File: src/rtl/inst_mem_loader_pkg.sv
// Shared constants, FSM state encoding and the LEN decode for the program loader.
package inst_mem_loader_pkg;
    localparam int MAX_WORDS      = 64;
    localparam int BYTES_PER_WORD = 4;
    localparam int ADDR_W         = 8;
    localparam int WCNT_W         = 7;

    typedef enum logic [2:0] {
        ST_IDLE = 3'd0,
        ST_LEN  = 3'd1,
        ST_DATA = 3'd2,
        ST_CHK  = 3'd3,
        ST_DONE = 3'd4,
        ST_ERR  = 3'd5
    } state_e;

    // LEN 0 encodes a full image
    function automatic logic [WCNT_W-1:0] len_to_words(input logic [7:0] len);
        return (len == 8'd0) ? WCNT_W'(MAX_WORDS) : len[WCNT_W-1:0];
    endfunction
endpackage

File: src/rtl/inst_mem_loader_if.sv
// Host byte stream in, instruction memory write port out.
interface inst_mem_loader_if;
    import inst_mem_loader_pkg::*;
    logic [7:0]        RX_DATA;
    logic              RX_VALID;
    logic              RX_READY;
    logic              MEM_WE;
    logic [ADDR_W-1:0] MEM_ADDR;
    logic [31:0]       MEM_DIN;

    modport slave  (input  RX_DATA, RX_VALID, output RX_READY, MEM_WE, MEM_ADDR, MEM_DIN);
    modport master (output RX_DATA, RX_VALID, input  RX_READY, MEM_WE, MEM_ADDR, MEM_DIN);
endinterface

File: src/rtl/inst_mem_loader_byte_packer.sv
// Little-endian byte-to-word assembler; word-complete pulses with the 4th accepted byte.
module loader_byte_packer
    import inst_mem_loader_pkg::*;
(
    input  logic        CLK,
    input  logic        RST,
    input  logic        i_clr,
    input  logic        i_vld,
    input  logic [7:0]  i_byte,
    output logic [31:0] o_word,
    output logic        o_word_done
);
    logic [1:0]  r_cnt;
    logic [23:0] r_sh;

    always_ff @(posedge CLK or posedge RST) begin
        if (RST) begin
            r_cnt <= '0;
            r_sh  <= '0;
        end else if (i_clr) begin
            r_cnt <= '0;
            r_sh  <= '0;
        end else if (i_vld) begin
            r_cnt <= r_cnt + 2'd1;
            r_sh  <= {i_byte, r_sh[23:8]};
        end
    end

    // The 4th byte joins the word combinationally, so only three need storing
    assign o_word      = {i_byte, r_sh};
    assign o_word_done = i_vld && (r_cnt == 2'(BYTES_PER_WORD - 1));
endmodule

File: src/rtl/inst_mem_loader.sv
// Framed byte-stream loader: writes instruction memory, holds CPU in reset until a verified image lands.
module inst_mem_loader
    import inst_mem_loader_pkg::*;
(
    input  logic               CLK,
    input  logic               RST,
    inst_mem_loader_if.slave   bus,
    output logic               CPU_RST,
    output logic               DONE,
    output logic               ERR
);
    state_e              r_state, w_nxt;
    logic                r_rdy, r_we, r_cpu_rst, r_done, r_err;
    logic [ADDR_W-1:0]   r_addr;
    logic [31:0]         r_din;
    logic [WCNT_W-1:0]   r_n, r_wcnt;
    logic [7:0]          r_chk;
    logic                w_acc, w_len_ok, w_last, w_pk_vld, w_pk_clr, w_word_done;
    logic [31:0]         w_word;

    assign w_acc    = bus.RX_VALID && r_rdy;
    assign w_len_ok = bus.RX_DATA <= 8'(MAX_WORDS);
    assign w_pk_vld = w_acc && (r_state == ST_DATA);
    assign w_pk_clr = w_acc && w_len_ok && ((r_state == ST_LEN) || (r_state == ST_ERR));
    assign w_last   = (r_wcnt == r_n - WCNT_W'(1));

    loader_byte_packer u_pack (
        .CLK         (CLK),
        .RST         (RST),
        .i_clr       (w_pk_clr),
        .i_vld       (w_pk_vld),
        .i_byte      (bus.RX_DATA),
        .o_word      (w_word),
        .o_word_done (w_word_done)
    );

    always_comb begin
        w_nxt = r_state;
        case (r_state)
            ST_IDLE:         w_nxt = ST_LEN;
            ST_LEN, ST_ERR:  if (w_acc) w_nxt = w_len_ok ? ST_DATA : ST_ERR;
            ST_DATA:         if (w_word_done && w_last) w_nxt = ST_CHK;
            ST_CHK:          if (w_acc) w_nxt = (bus.RX_DATA == r_chk) ? ST_DONE : ST_ERR;
            ST_DONE:         w_nxt = ST_DONE;
            default:         w_nxt = ST_IDLE;
        endcase
    end

    // Status outputs are registered from the next state so they line up with r_state
    always_ff @(posedge CLK or posedge RST) begin
        if (RST) begin
            r_state   <= ST_IDLE;
            r_rdy     <= 1'b0;
            r_we      <= 1'b0;
            r_addr    <= '0;
            r_din     <= '0;
            r_cpu_rst <= 1'b1;
            r_done    <= 1'b0;
            r_err     <= 1'b0;
            r_n       <= '0;
            r_wcnt    <= '0;
            r_chk     <= '0;
        end else begin
            r_state   <= w_nxt;
            r_rdy     <= (w_nxt == ST_LEN) || (w_nxt == ST_DATA) ||
                         (w_nxt == ST_CHK) || (w_nxt == ST_ERR);
            r_cpu_rst <= (w_nxt != ST_DONE);
            r_done    <= (w_nxt == ST_DONE);
            r_err     <= (w_nxt == ST_ERR);
            r_we      <= w_word_done;
            if (w_pk_clr) begin
                r_n    <= len_to_words(bus.RX_DATA);
                r_wcnt <= '0;
                r_chk  <= '0;
            end
            if (w_pk_vld)
                r_chk <= r_chk ^ bus.RX_DATA;
            // Separate holding register: the next byte may land during the write cycle
            if (w_word_done) begin
                r_addr <= {r_wcnt[5:0], 2'b00};
                r_din  <= w_word;
                r_wcnt <= r_wcnt + WCNT_W'(1);
            end
        end
    end

    assign bus.RX_READY = r_rdy;
    assign bus.MEM_WE   = r_we;
    assign bus.MEM_ADDR = r_addr;
    assign bus.MEM_DIN  = r_din;
    assign CPU_RST      = r_cpu_rst;
    assign DONE         = r_done;
    assign ERR          = r_err;
endmodule
File: src/flat_wrapper.sv
// flat-port wrapper written by rule: the top's interface ports become plain ports
module inst_mem_loader_flat import inst_mem_loader_pkg::*;
  (CLK, RST, CPU_RST, DONE, ERR, bus_RX_DATA, bus_RX_VALID, bus_RX_READY, bus_MEM_WE, bus_MEM_ADDR, bus_MEM_DIN);
  inst_mem_loader_if bus_i ();
  input  logic CLK;
  input  logic RST;
  output logic CPU_RST;
  output logic DONE;
  output logic ERR;
  input wire logic [$bits(bus_i.RX_DATA)-1:0] bus_RX_DATA;
  input wire logic [$bits(bus_i.RX_VALID)-1:0] bus_RX_VALID;
  output wire logic [$bits(bus_i.RX_READY)-1:0] bus_RX_READY;
  output wire logic [$bits(bus_i.MEM_WE)-1:0] bus_MEM_WE;
  output wire logic [$bits(bus_i.MEM_ADDR)-1:0] bus_MEM_ADDR;
  output wire logic [$bits(bus_i.MEM_DIN)-1:0] bus_MEM_DIN;
  assign bus_i.RX_DATA = bus_RX_DATA;
  assign bus_i.RX_VALID = bus_RX_VALID;
  assign bus_RX_READY = bus_i.RX_READY;
  assign bus_MEM_WE = bus_i.MEM_WE;
  assign bus_MEM_ADDR = bus_i.MEM_ADDR;
  assign bus_MEM_DIN = bus_i.MEM_DIN;
  inst_mem_loader u_core (.CLK(CLK), .RST(RST), .bus(bus_i), .CPU_RST(CPU_RST), .DONE(DONE), .ERR(ERR));
endmodule
File: config.mk
export PLATFORM = sky130hd
export DESIGN_NAME = inst_mem_loader_flat
export DESIGN_NICKNAME = d
export VERILOG_FILES = /design/src/rtl/inst_mem_loader_pkg.sv /design/src/rtl/inst_mem_loader_if.sv /design/src/rtl/inst_mem_loader_byte_packer.sv /design/src/rtl/inst_mem_loader.sv /design/src/flat_wrapper.sv
export SDC_FILE = /design/constraint.sdc
export NUM_CORES = 1
export LEC_CHECK = 0
export ABC_AREA = 1
export CORE_MARGIN = 5
export CORE_UTILIZATION = 49
export DETAILED_ROUTE_END_ITERATION = 6
export MAX_ROUTING_LAYER = met4
export PLACE_DENSITY = 0.77
export SETUP_SLACK_MARGIN = 0.2
export SLEW_MARGIN = 30
export SYNTH_ARGS = -nofsm -noshare
export SYNTH_HDL_FRONTEND = slang
export SYNTH_SLANG_ARGS = --single-unit
File: constraint.sdc
create_clock -name CLK -period 3.2 [get_ports CLK]
set_input_delay 0.96 -clock CLK [delete_from_list [all_inputs] [get_ports CLK]]
set_output_delay 0.96 -clock CLK [all_outputs]
set_load 0.05 [all_outputs]
==> Yosys cells after proc, flatten, opt, wreduce, memory -nomap -nowiden <==
Cells that the tools add are included.
{ "op_classes": {"addsub": 3, "order_cmp": 1, "eq_ne": 14, "muxes": 15, "n_bitwise": 1, "n_reduce_logical": 15} }
{ "ops": {"columns": ["operator", "count"], "rows": [
  ["24-bit two-way mux", 2],
  ["7-bit two-way mux", 3],
  ["8-bit two-way mux", 2],
  ["3-bit one-hot mux with 5 select lines", 1],
  ["3-bit by 2-bit == test with 1-bit output (second input constant)", 4],
  ["3-bit == test (second input constant)", 4],
  ["3-bit two-way mux", 4],
  ["8-bit == test", 1],
  ["8-bit by 7-bit <= comparator with 1-bit output (second input constant)", 1],
  ["8-bit zero test", 1],
  ["8-bit XOR", 1],
  ["7-bit by 1-bit adder with 7-bit output (second input constant)", 1],
  ["7-bit == test", 1],
  ["7-bit by 1-bit subtractor with 7-bit output (second input constant)", 1],
  ["3-bit by 1-bit == test with 1-bit output (second input constant)", 2],
  ["1-bit logical AND", 6],
  ["1-bit logical OR", 4],
  ["2-bit two-way mux", 2],
  ["2-bit nonzero test", 2],
  ["3-bit zero test", 1],
  ["3-bit inequality test (second input constant)", 1],
  ["2-bit by 1-bit adder with 2-bit output (second input constant)", 1],
  ["2-bit == test (second input constant)", 1],
  ["2-bit OR reduction", 1],
  ["1-bit two-way mux", 1]
]} }
{ "word_totals": {"ff_bits": 94, "input_bits": 11, "out_inout_bits": 45, "wordCells": 62} }

==> Longest topological paths before layout <==
Gate-level depths: netlist of run 1.
{ "depth": {"ltp_word": 10, "mapped_depth": 12, "ltp_nobuf": 12} }

==> Modules after synthesis <==
A second synthesis of run 1 with hierarchy kept.
{ "hier_totals": {"cells_unflattened": 524, "area_unflattened_um2": 4276.6} }
{ "modules_own_cells": {"columns": ["module", "n_inst", "cells_each", "area_each_um2", "seq_area_each_um2"], "rows": [
  ["inst_mem_loader", 1, 398, 3144.3, 1702.9],
  ["loader_byte_packer", 1, 126, 1132.3, 650.6]
]} }

==> Least setup slack after synthesis of run 1 <==
OpenSTA, ideal clock, no wires.
{ "synth_timing": {"kind": "input port to flip-flop", "from": "input port bus_RX_VALID", "to": "register u_core.r_addr[2] (netlist: u_core.bus.MEM_ADDR[2])", "setup_time_ps": 118, "t_arrival_ps": 1874, "t_required_ps": 3082, "slack_ps": 1208, "path_stages": 7, "n_path_buf": 2, "path_cell_list": "nand2_1 nor3_4 nand2_2 buf_2 buf_2 nand2_1 nand2_1"} }
{ "synth_via": {"elab_chain_len": 3} }
{ "synth_lines": {"columns": ["element", "line_no", "source"], "rows": [
  ["from (decl)", "flat_wrapper.sv:11", "input wire logic [$bits(bus_i.RX_VALID)-1:0] bus_RX_VALID;"],
  ["1-bit logical AND", "inst_mem_loader.sv:21", "assign w_acc = bus.RX_VALID && r_rdy;"],
  ["1-bit logical AND", "inst_mem_loader.sv:23", "assign w_pk_vld = w_acc && (r_state == ST_DATA);"],
  ["1-bit logical AND", "inst_mem_loader_byte_packer.sv:31", "assign o_word_done = i_vld && (r_cnt == 2'(BYTES_PER_WORD - 1));"],
  ["to (signal assigned)", "inst_mem_loader.sv:80", "r_addr <= {r_wcnt[5:0], 2'b00};"],
  ["to (decl)", "inst_mem_loader.sv:14", "logic [ADDR_W-1:0] r_addr;"]
]} }
No other way between the ends.
A chain may end at the register's enable or synchronous reset.

==> Worst setup path in the final report of run 1 <==
{ "layout_timing": {"from": "register u_core.r_cpu_rst (netlist: u_core.CPU_RST)", "to": "output port CPU_RST"} }
{ "layout_rtl": {"columns": ["element", "line_no", "source"], "rows": [
  ["from (decl)", "inst_mem_loader.sv:13", "logic r_rdy, r_we, r_cpu_rst, r_done, r_err;"],
  ["from (signal assigned)", "inst_mem_loader.sv:67", "r_cpu_rst <= (w_nxt != ST_DONE);"],
  ["to (decl)", "flat_wrapper.sv:7", "output logic CPU_RST;"]
]} }
No word-level cell between the ends.

==> out/qor.txt, run 1 <==
Clock tree sinks: 94
Clk_skew: 0.0139 ns
Synth warnings: 0
H-tree Lvls: 3
Final nets: 526
Buf+Inv Stages, Crit Path: 1
Synthesized area per cell: 8.92 µm²
DP HPWL: 6380 µm
Status: finished clean
Sequential area share after synthesis: 0.575
Drt pass-1 iters: 5
Cts-stage hold buffer count: 0
Slew headroom: 0.537
GR Overflow Total: 0
Die Area: 0.0103 mm²
Max Cap Violations: 0
Largest net degree at the start of global routing: 42
Share of cells above drive strength 1: 0.0619
Clk slew on worst S/H paths: 0.09 ns
Worst Hold Class: register to register
Crit path cell chain: clkdlybuf4s50_1
Total Wirelength: 8930 µm
Crit path max-delay family: buffers and inverters
Setup CP Type: register to primary output
DRT iter0 DRCs: 183
Starting Density: 0.501
Final Cycle Share: 0.816
WL per Instance: 14.3 µm
Cell variety after synth: 28
Final Hold Fails: 0
WHS: 0.487 ns
Core area: 0.00818 mm²
Layout fillers: 735
Port bufs: 53
ANT nets after route: 0
Worst-Margin Slew: 0.694 ns
Total CTS buffers: 9
Post-Synthesis Cells: 459
Vias in the first global route: 3064
Global placement routability congestion: 0.911
Cts repair resizes: 0
# diodes: 0
Pwr per Cell Area: 660 mW/mm²
TNS Setup: 0 ns
Die W: 101 µm
Initial antenna violation count: 0
Area Growth Syn to Fin: 19.5%
Final min period: 2.61 ns
Most frequent cells in the layout: nand2_1 (155), dfrtp_1 (93), inv_1 (54)
Yosys reg bits: 94
Delay of the slowest critical-path stage: 0.79 ns
Most common cell after layout, fill and taps aside: nand2_1
Worst Path Max Fanout: 1
Number of setup buffers added after CTS: 0
Io pins: 56
Register Area: 0.00235 mm²
Worst Path Arrival: 1.65 ns
GRT Total Usage: 0.185
Crit-path slowest cell: clkdlybuf4s50_1
Peak supply drop: 276 µV
Root buffer cell: clkbuf_8
Post-route DRC: 0
Finished Core Util: 0.599
CP required: 2.24 ns
RSZ-0062 raised after global routing: no
Clock buffer depth: 2
CTS tree: yes
Crit start category: register
Die Span Y: 101 µm
Clock network latency to the later pin of the worst-skew pair: 0.35 ns
Final Setup Violations: 0
Post-Syn Area: 0.00409 mm²
FMAX: 0.383 GHz
Vias/cell: 5.06
Site row count: 33
Max-slew violation count: 0
Leakage dissipation: 2.63 nW
Crit end category: primary output
Multi-input gate area: 0.00141 mm²
Via count: 3145
Global-route wire length before repair: 14700 µm
-- kinds of logic after synthesis --
logic type	Yosys count	share of synthesized area
xor+xnor	18	0.0385
flops	94	0.575
other cells	1	0.000916
fa+ha+maj	3	0.00917
simple gates	203	0.199
buf+inv	76	0.0816
compound gates	64	0.0960
-- where the power goes --
group	total [W]	internal, W	switching [W]
registers	0.00161	0.00139	0.000222
clock network	0.000710	0.000304	0.000406
logic	0.000907	0.000349	0.000558
-- layer usage --
layer,GRT usage,up-vias,share of wire
met1,0.240,1531,0.44
met4,0.0358,0,0.0084
li1,-,1544,-
met2,0.305,60,0.51
met5,-,-,0
met3,0.0365,10,0.039
-- registers in the layout, indices dropped and copies added (netlist names), 2 cells and up --
| signal | count |
|---|---|
| u_core.r_n | 7 |
| u_core.u_pack.r_cnt | 2 |
| u_core.r_state | 3 |
| u_core.bus.MEM_DIN | 32 |
| u_core.bus.MEM_ADDR | 6 |
| u_core.u_pack.r_sh | 24 |
| u_core.r_wcnt | 7 |
| u_core.r_chk | 8 |
-- layout make-up --
| class | instances | area share |
|---|---|---|
| Inverter | 58 | 0.0453 |
| Multi-Input combinational cell | 290 | 0.288 |
| Clock inverter | 5 | 0.00716 |
| Timing Repair Buffer | 59 | 0.123 |
| Sequential cell | 94 | 0.481 |
| Clock buffer | 11 | 0.0289 |
| Tap cell | 105 | 0.0268 |
-- metrics by stage --
stage                     cells  power, W  cell area, µm²  setup WS (ns)
after floorplan             460   0.00229            4100           1.14
after global placement      606   0.00249            4720          0.514
after detailed placement    606   0.00255            4720          0.443
after CTS                   622   0.00325            4890          0.564
after global routing        622   0.00346            4890          0.553
final                       622   0.00323            4890          0.589
-- worst paths after layout --
check | startpoint | to | slack [ns] | cells past startpoint
hold / removal | u_core.bus.MEM_DIN[20]$_DFFE_PP0P_ | u_core.bus.MEM_DIN[20]$_DFFE_PP0P_ | 0.49 | 2
max in group asynchronous | RST | u_core.CPU_RST$_DFF_PP1_ | 1.45 | 3
setup / recovery | u_core.CPU_RST$_DFF_PP1_ | CPU_RST | 0.59 | 1
hold reg to reg | u_core.bus.MEM_DIN[20]$_DFFE_PP0P_ | u_core.bus.MEM_DIN[20]$_DFFE_PP0P_ | 0.49 | 2
setup reg to reg | u_core.r_state[2]$_DFF_PP0_ | u_core.r_wcnt[3]$_DFFE_PP0P_ | 1.50 | 7
min in group asynchronous | RST | u_core.bus.MEM_DIN[15]$_DFFE_PP0P_ | 1.05 | 2
-- synth_stat cells --
cell type / instances / area, µm²
a22oi_1: 24 / 180
xnor2_1: 9 / 78.8
dfstp_2: 1 / 26.3
buf_4: 5 / 37.5
or2_2: 2 / 12.5
a31oi_1: 1 / 6.26
inv_1: 55 / 206
xor2_1: 9 / 78.8
nand4_1: 2 / 12.5
nand2_2: 2 / 12.5
dfrtp_1: 93 / 2330
nand2_1: 155 / 582
nor3_4: 1 / 16.3
conb_1: 1 / 3.75
o22ai_1: 3 / 18.8
a21oi_1: 2 / 10.0
nand3_1: 13 / 65.1
ha_1: 3 / 37.5
o21ai_0: 24 / 120
clkbuf_1: 4 / 15.0
buf_2: 6 / 30.0
a22o_1: 2 / 17.5
nor2_1: 25 / 93.8
buf_6: 3 / 33.8
nand3_2: 1 / 10.0
inv_2: 3 / 11.3
o21ai_1: 8 / 40.0
nor3_1: 2 / 10.0
Power figures use the tool's default switching activity.
==> run 2: changes to the inputs <==
--- a/config.mk
+++ b/config.mk
@@ -7,10 +7,10 @@
 export LEC_CHECK = 0
 export ABC_AREA = 1
 export CORE_MARGIN = 5
-export CORE_UTILIZATION = 49
+export CORE_UTILIZATION = 54
 export DETAILED_ROUTE_END_ITERATION = 6
 export MAX_ROUTING_LAYER = met4
-export PLACE_DENSITY = 0.77
+export PLACE_DENSITY = 0.81
 export SETUP_SLACK_MARGIN = 0.2
 export SLEW_MARGIN = 30
 export SYNTH_ARGS = -nofsm -noshare
==> constraint.sdc (replaced) <==
create_clock -name CLK -period 2.6 [get_ports CLK]
set_input_delay 0.78 -clock CLK [delete_from_list [all_inputs] [get_ports CLK]]
set_output_delay 0.78 -clock CLK [all_outputs]
set_load 0.05 [all_outputs]
==> run 2 against run 1 <==
Net effect:
- critical path depth stayed put
- die area is 8.4% lower
- first-iteration DRC count is 5.5% higher
- non-clock buffer count is 6 higher
- combinational power is 23% higher
- power is 27% higher
- final cell count stayed put
- largest power group unchanged
- highest routed layer unchanged
==> out/qor.txt, run 2 (synthesis gave the netlist of run 1 again) <==
Post-route DRC: 0
Site row count: 31
Worst setup path end: bus_MEM_DIN[24]
Final Setup Violations: 0
Delay of the slowest critical-path stage: 0.82 ns
Final nets: 532
RSZ-0062 raised after global routing: no
Global placement routability congestion: 0.883
GR met3 Demand/Resource: 0.0402
DP HPWL: 6210 µm
Root buffer cell: clkbuf_8
Via count: 3263
Setup CP Type: register to primary output
Clock tree sinks: 94
Number of setup buffers added after CTS: 0
TNS Setup: 0 ns
Gr busiest metal: met2
Pwr per Cell Area: 825 mW/mm²
Largest net degree at the start of global routing: 95
Crit path cell chain: clkdlybuf4s50_1
Status: finished clean
Global routing usage on met1: 0.260
Slew headroom: 0.629
Pint: 0.00264 W
Clock network latency to the later pin of the worst-skew pair: 0.36 ns
Max Cap Violations: 0
GRT Total Usage: 0.208
Die W: 97.1 µm
Met2 Use GR: 0.331
GR Overflow Total: 0
Global-route wire length before repair: 15500 µm
# diodes: 0
Total CTS buffers: 9
Die Area: 0.00942 mm²
Combinational fraction of design power: 0.273
Vias/cell: 5.25
WL per Instance: 14.6 µm
P_sw: 0.00146 W
Crit start category: register
DRT iter0 DRCs: 193
Final Cycle Share: 0.905
Clock buffer depth: 2
Final Hold Fails: 0
Levels on crit path: 1
CP required: 1.82 ns
Max-slew violation count: 0
Leakage dissipation: 2.71 nW
Total power: 0.00410 W
ANT nets after route: 0
Crit-path slowest cell: clkdlybuf4s50_1
Sw frac: 0.356
Worst Hold Class: register to register
Share of cells above drive strength 1: 0.0746
Area Growth Syn to Fin: 21.3%
H-tree Lvls: 3
Vias in the first global route: 3289
Final min period: 2.35 ns
Reg2reg end: u_core.bus.MEM_DIN[14]$_DFFE_PP0P_
Crit path from: u_core.bus.MEM_DIN[24]$_DFFE_PP0P_
Sequential Power Share: 0.482
R2r setup slk: 0.87 ns
Worst Path Max Fanout: 2
CTS tree: yes
Worst reg2reg path depth: 7
Peak supply drop: 512 µV
Starting Density: 0.558
Max reg flops: 32
Drt pass-1 iters: 5
Initial antenna violation count: 0
Worst-Margin Slew: 0.556 ns
Clk_skew: 0.00458 ns
FMAX: 0.425 GHz
Clk slew on worst S/H paths: 0.09 ns
R2r startpoint: u_core.r_state[2]$_DFF_PP0_
Core area: 0.00733 mm²
Crit path max-delay family: buffers and inverters
Most frequent cells in the layout: nand2_1 (155), dfrtp_1 (93), inv_1 (54)
Worst Path Arrival: 1.57 ns
Port bufs: 53
Die Span Y: 97.1 µm
Total Wirelength: 9080 µm
Layout fillers: 586
Clock network power share: 0.245
Most common cell after layout, fill and taps aside: nand2_1
Buf+Inv Stages, Crit Path: 1
Crit end category: primary output
Io pins: 56
[run 2: changes by cell type in the layout (fill, tap and decap cells not counted), sizes merged]
cell and change:
bufinv +1, clkdlybuf4s50 -3, clkinvlp -1, buf +6, dlymetal6s2s +2, dlygate4sd2 +1
[run 2: layout make-up]
type | instances | area, µm² | area share
Clock inverter | 5 | 57.6 | 0.0116
Sequential cell | 94 | 2350 | 0.474
Tap cell | 99 | 124 | 0.0249
Multi-Input combinational cell | 290 | 1410 | 0.284
Inverter | 58 | 221 | 0.0446
Clock buffer | 11 | 151 | 0.0305
Timing Repair Buffer | 65 | 649 | 0.131
[run 2: power by group through the flow]
stage               clock network (W)  registers, W  logic [W]
finish                        0.00101       0.00197    0.00112
global route                  0.00109       0.00201    0.00129
CTS                           0.00103       0.00197    0.00112
detailed placement                  0       0.00199    0.00112
global placement                    0       0.00198    0.00108
floorplan                           0       0.00200   0.000827
[run 2: routing by layer]
metal / share of wire / vias to the layer above
met4: 0.027 / 0
li1: - / 1552
met2: 0.50 / 109
met1: 0.42 / 1580
met5: 0 / -
met3: 0.055 / 22
[run 2: per-stage QoR]
step	util	setup slack (ns)	instances	hold slack (ns)	cell area [µm²]
global placement	0.649	0.127	606	0.463	4750
floorplan	-	0.715	460	0.443	4100
CTS	0.677	0.203	622	0.491	4960
detailed placement	0.649	0.0463	606	0.464	4750
global route	0.678	0.201	622	0.514	4970
finish	0.678	0.247	622	0.482	4970
[run 2: worst min path at each step]
| stage | cells after the start | from | endpoint |
|---|---|---|---|
| 6_report | 2 | u_core.u_pack.r_sh[5]$_DFFE_PP0P_ | u_core.bus.MEM_DIN[5]$_DFFE_PP0P_ |
| 3_5_place_dp | 2 | u_core.bus.MEM_DIN[3]$_DFFE_PP0P_ | u_core.bus.MEM_DIN[3]$_DFFE_PP0P_ |
| 5_1_grt | 2 | u_core.bus.MEM_DIN[29]$_DFFE_PP0P_ | u_core.bus.MEM_DIN[29]$_DFFE_PP0P_ |
| 3_3_place_gp | 2 | u_core.u_pack.r_sh[5]$_DFFE_PP0P_ | u_core.bus.MEM_DIN[5]$_DFFE_PP0P_ |
| 2_1_floorplan | 2 | u_core.u_pack.r_sh[0]$_DFFE_PP0P_ | u_core.bus.MEM_DIN[0]$_DFFE_PP0P_ |
| 4_1_cts | 2 | u_core.u_pack.r_sh[5]$_DFFE_PP0P_ | u_core.bus.MEM_DIN[5]$_DFFE_PP0P_ |
[run 2: repair_timing]
| item | 4_1_cts | 5_1_grt |
|---|---|---|
| setup endpoints to repair | 1 | 2 |
| hold buffers | 0 | 0 |
| resized for setup | 1 | 2 |
==> run 3: changes to the inputs <==
--- a/config.mk
+++ b/config.mk
@@ -7,10 +7,10 @@
 export LEC_CHECK = 0
 export ABC_AREA = 1
 export CORE_MARGIN = 5
-export CORE_UTILIZATION = 54
+export CORE_UTILIZATION = 40
 export DETAILED_ROUTE_END_ITERATION = 6
 export MAX_ROUTING_LAYER = met4
-export PLACE_DENSITY = 0.81
+export PLACE_DENSITY = 0.63
 export SETUP_SLACK_MARGIN = 0.2
 export SLEW_MARGIN = 30
 export SYNTH_ARGS = -nofsm -noshare
==> run 3 against run 2 <==
Net effect:
- count of clock-buffer cells in the layout unchanged
- flip-flop and latch count did not move
- clock power grew 16%
- core utilization shrank 18 points
- power rose by 4.3%
- die area increased by 31%
- sequential power barely moved
- sequential share of layout area decreased by 0.82 points
- worst hold slack improved by 0.0054 ns
- clock skew is 0.0056 ns higher
- final cell count is 6.1% higher
- design area up 1.8%
- largest power group unchanged
==> out/qor.txt, run 3 (synthesis gave the netlist of run 1 again) <==
Die Span Y: 111 µm
Drt pass-1 iters: 4
Core area: 0.0101 mm²
Final Hold Fails: 0
H-tree Lvls: 3
ANT nets after route: 0
GR Overflow Total: 0
Final nets: 533
Buf+Inv Stages, Crit Path: 1
CP required: 1.82 ns
Crit start category: register
Cts-stage hold buffer count: 0
Final min period: 2.35 ns
Clock network latency to the later pin of the worst-skew pair: 0.35 ns
Slew headroom: 0.662
Global placement routability congestion: 0.807
Max reg flops: 32
Most frequent cells in the layout: nand2_1 (155), dfrtp_1 (93), inv_1 (54)
Post-Layout Cell Count: 660
DRT iter0 DRCs: 125
Port bufs: 53
Status: finished clean
Crit path cell chain: clkdlybuf4s50_1
TNS Setup: 0 ns
WL per Instance: 13.9 µm
CTS tree: yes
Pwr per Cell Area: 846 mW/mm²
Initial antenna violation count: 0
GRT Total Usage: 0.159
Total CTS buffers: 9
WHS: 0.487 ns
Via count: 3158
Finished Core Util: 0.499
RSZ-0062 raised after global routing: no
Worst-Margin Slew: 0.506 ns
Peak supply drop: 284 µV
Final Cycle Share: 0.904
Number of setup buffers added after CTS: 0
Worst Hold Class: register to register
Worst Path Max Fanout: 2
Final Setup Violations: 0
Clock tree sinks: 94
Die W: 111 µm
Crit end category: primary output
Cts repair resizes: 1
Clk slew on worst S/H paths: 0.09 ns
Post-route DRC: 0
Io pins: 56
Clk_skew: 0.0102 ns
Post-Place Cells: 644
DP HPWL: 6440 µm
Die Area: 0.0124 mm²
# diodes: 0
FMAX: 0.425 GHz
Site row count: 37
Setup CP Type: register to primary output
Most common cell after layout, fill and taps aside: nand2_1
Crit path max-delay family: buffers and inverters
Largest net degree at the start of global routing: 95
Crit-path slowest cell: clkdlybuf4s50_1
Share of cells above drive strength 1: 0.0744
Clock buffer depth: 2
Vias in the first global route: 3156
Leakage dissipation: 2.69 nW
Delay of the slowest critical-path stage: 0.82 ns
Max Cap Violations: 0
Global-route wire length before repair: 15700 µm
Total Wirelength: 9160 µm
Max-slew violation count: 0
Worst Path Arrival: 1.57 ns
Root buffer cell: clkbuf_8
Vias/cell: 4.78
Area Growth Syn to Fin: 23.5%
Starting Density: 0.404
run 3: cell types whose count changed in the layout (fill, tap and decap cells not counted):
cell and delta:
clkinv_2 -2, clkinvlp_4 +1, dlymetal6s2s_1 -2, bufinv_16 +2, clkinv_4 -1, clkbuf_8 -1
buf_4 +1, clkdlybuf4s50_1 +2, clkbuf_1 +1
run 3: stage by stage:
stage	total power, W	setup WS (ns)	instance area (µm²)
3_3_place_gp	0.00309	0.162	4810
4_1_cts	0.00432	0.228	5050
3_5_place_dp	0.00313	0.0955	4810
5_1_grt	0.00459	0.212	5050
6_report	0.00428	0.249	5050
2_1_floorplan	0.00282	0.715	4100
run 3: area by class of cell:
| class | instances | area (µm²) |
|---|---|---|
| Fill cell | 986 | 5080 |
| Timing Repair Buffer | 66 | 652 |
| Multi-Input combinational cell | 290 | 1410 |
| Clock inverter | 5 | 106 |
| Tap cell | 136 | 170 |
| Clock buffer | 11 | 141 |
| Inverter | 58 | 221 |
| Sequential cell | 94 | 2350 |
run 3: power breakdown:
part | total (W) | internal [W] | switching, W
Clock | 0.00117 | 0.000668 | 0.000499
Sequential | 0.00197 | 0.00171 | 0.000258
Combinational | 0.00114 | 0.000441 | 0.000697
Total | 0.00428 | 0.00282 | 0.00145
run 3: worst reg2reg max path: stages, from the launching register on:
cell and delay [ns]:
dfrtp_1 0.43, inv_1 0.11, ha_1 0.24, nand2_1 0.07
nor2_1 0.08, nand2_1 0.06, nand2_1 0.07, nand2_1 0.05
nor2_1 0.12, nand3_1 0.10, nand3_2 0.09, nand2_1 0.07
nor2_1 0.08
run 3: path summary, 6_finish.rpt:
kind                       cells after the start                                 end  slack [ns]                                from
min reg2reg                                    2   u_core.bus.MEM_DIN[0]$_DFFE_PP0P_        0.49   u_core.u_pack.r_sh[0]$_DFFE_PP0P_
min                                            2   u_core.bus.MEM_DIN[0]$_DFFE_PP0P_        0.49   u_core.u_pack.r_sh[0]$_DFFE_PP0P_
min in group asynchronous                      3  u_core.bus.MEM_DIN[12]$_DFFE_PP0P_        0.90                                 RST
max in group asynchronous                      3            u_core.CPU_RST$_DFF_PP1_        1.30                                 RST
max                                            1                     bus_MEM_DIN[24]        0.25  u_core.bus.MEM_DIN[24]$_DFFE_PP0P_
max reg2reg                                   12                u_core.ERR$_DFF_PP0_        0.96           u_core.r_n[0]$_DFFE_PP0P_
run 3: per-layer routing:
metal  vias up  part of all wire  global-route usage
met5         -                 0                   -
met4         0             0.016              0.0503
met3        14             0.030              0.0251
met2        71              0.48               0.258
met1      1520              0.47               0.207
li1       1553                 -                   -
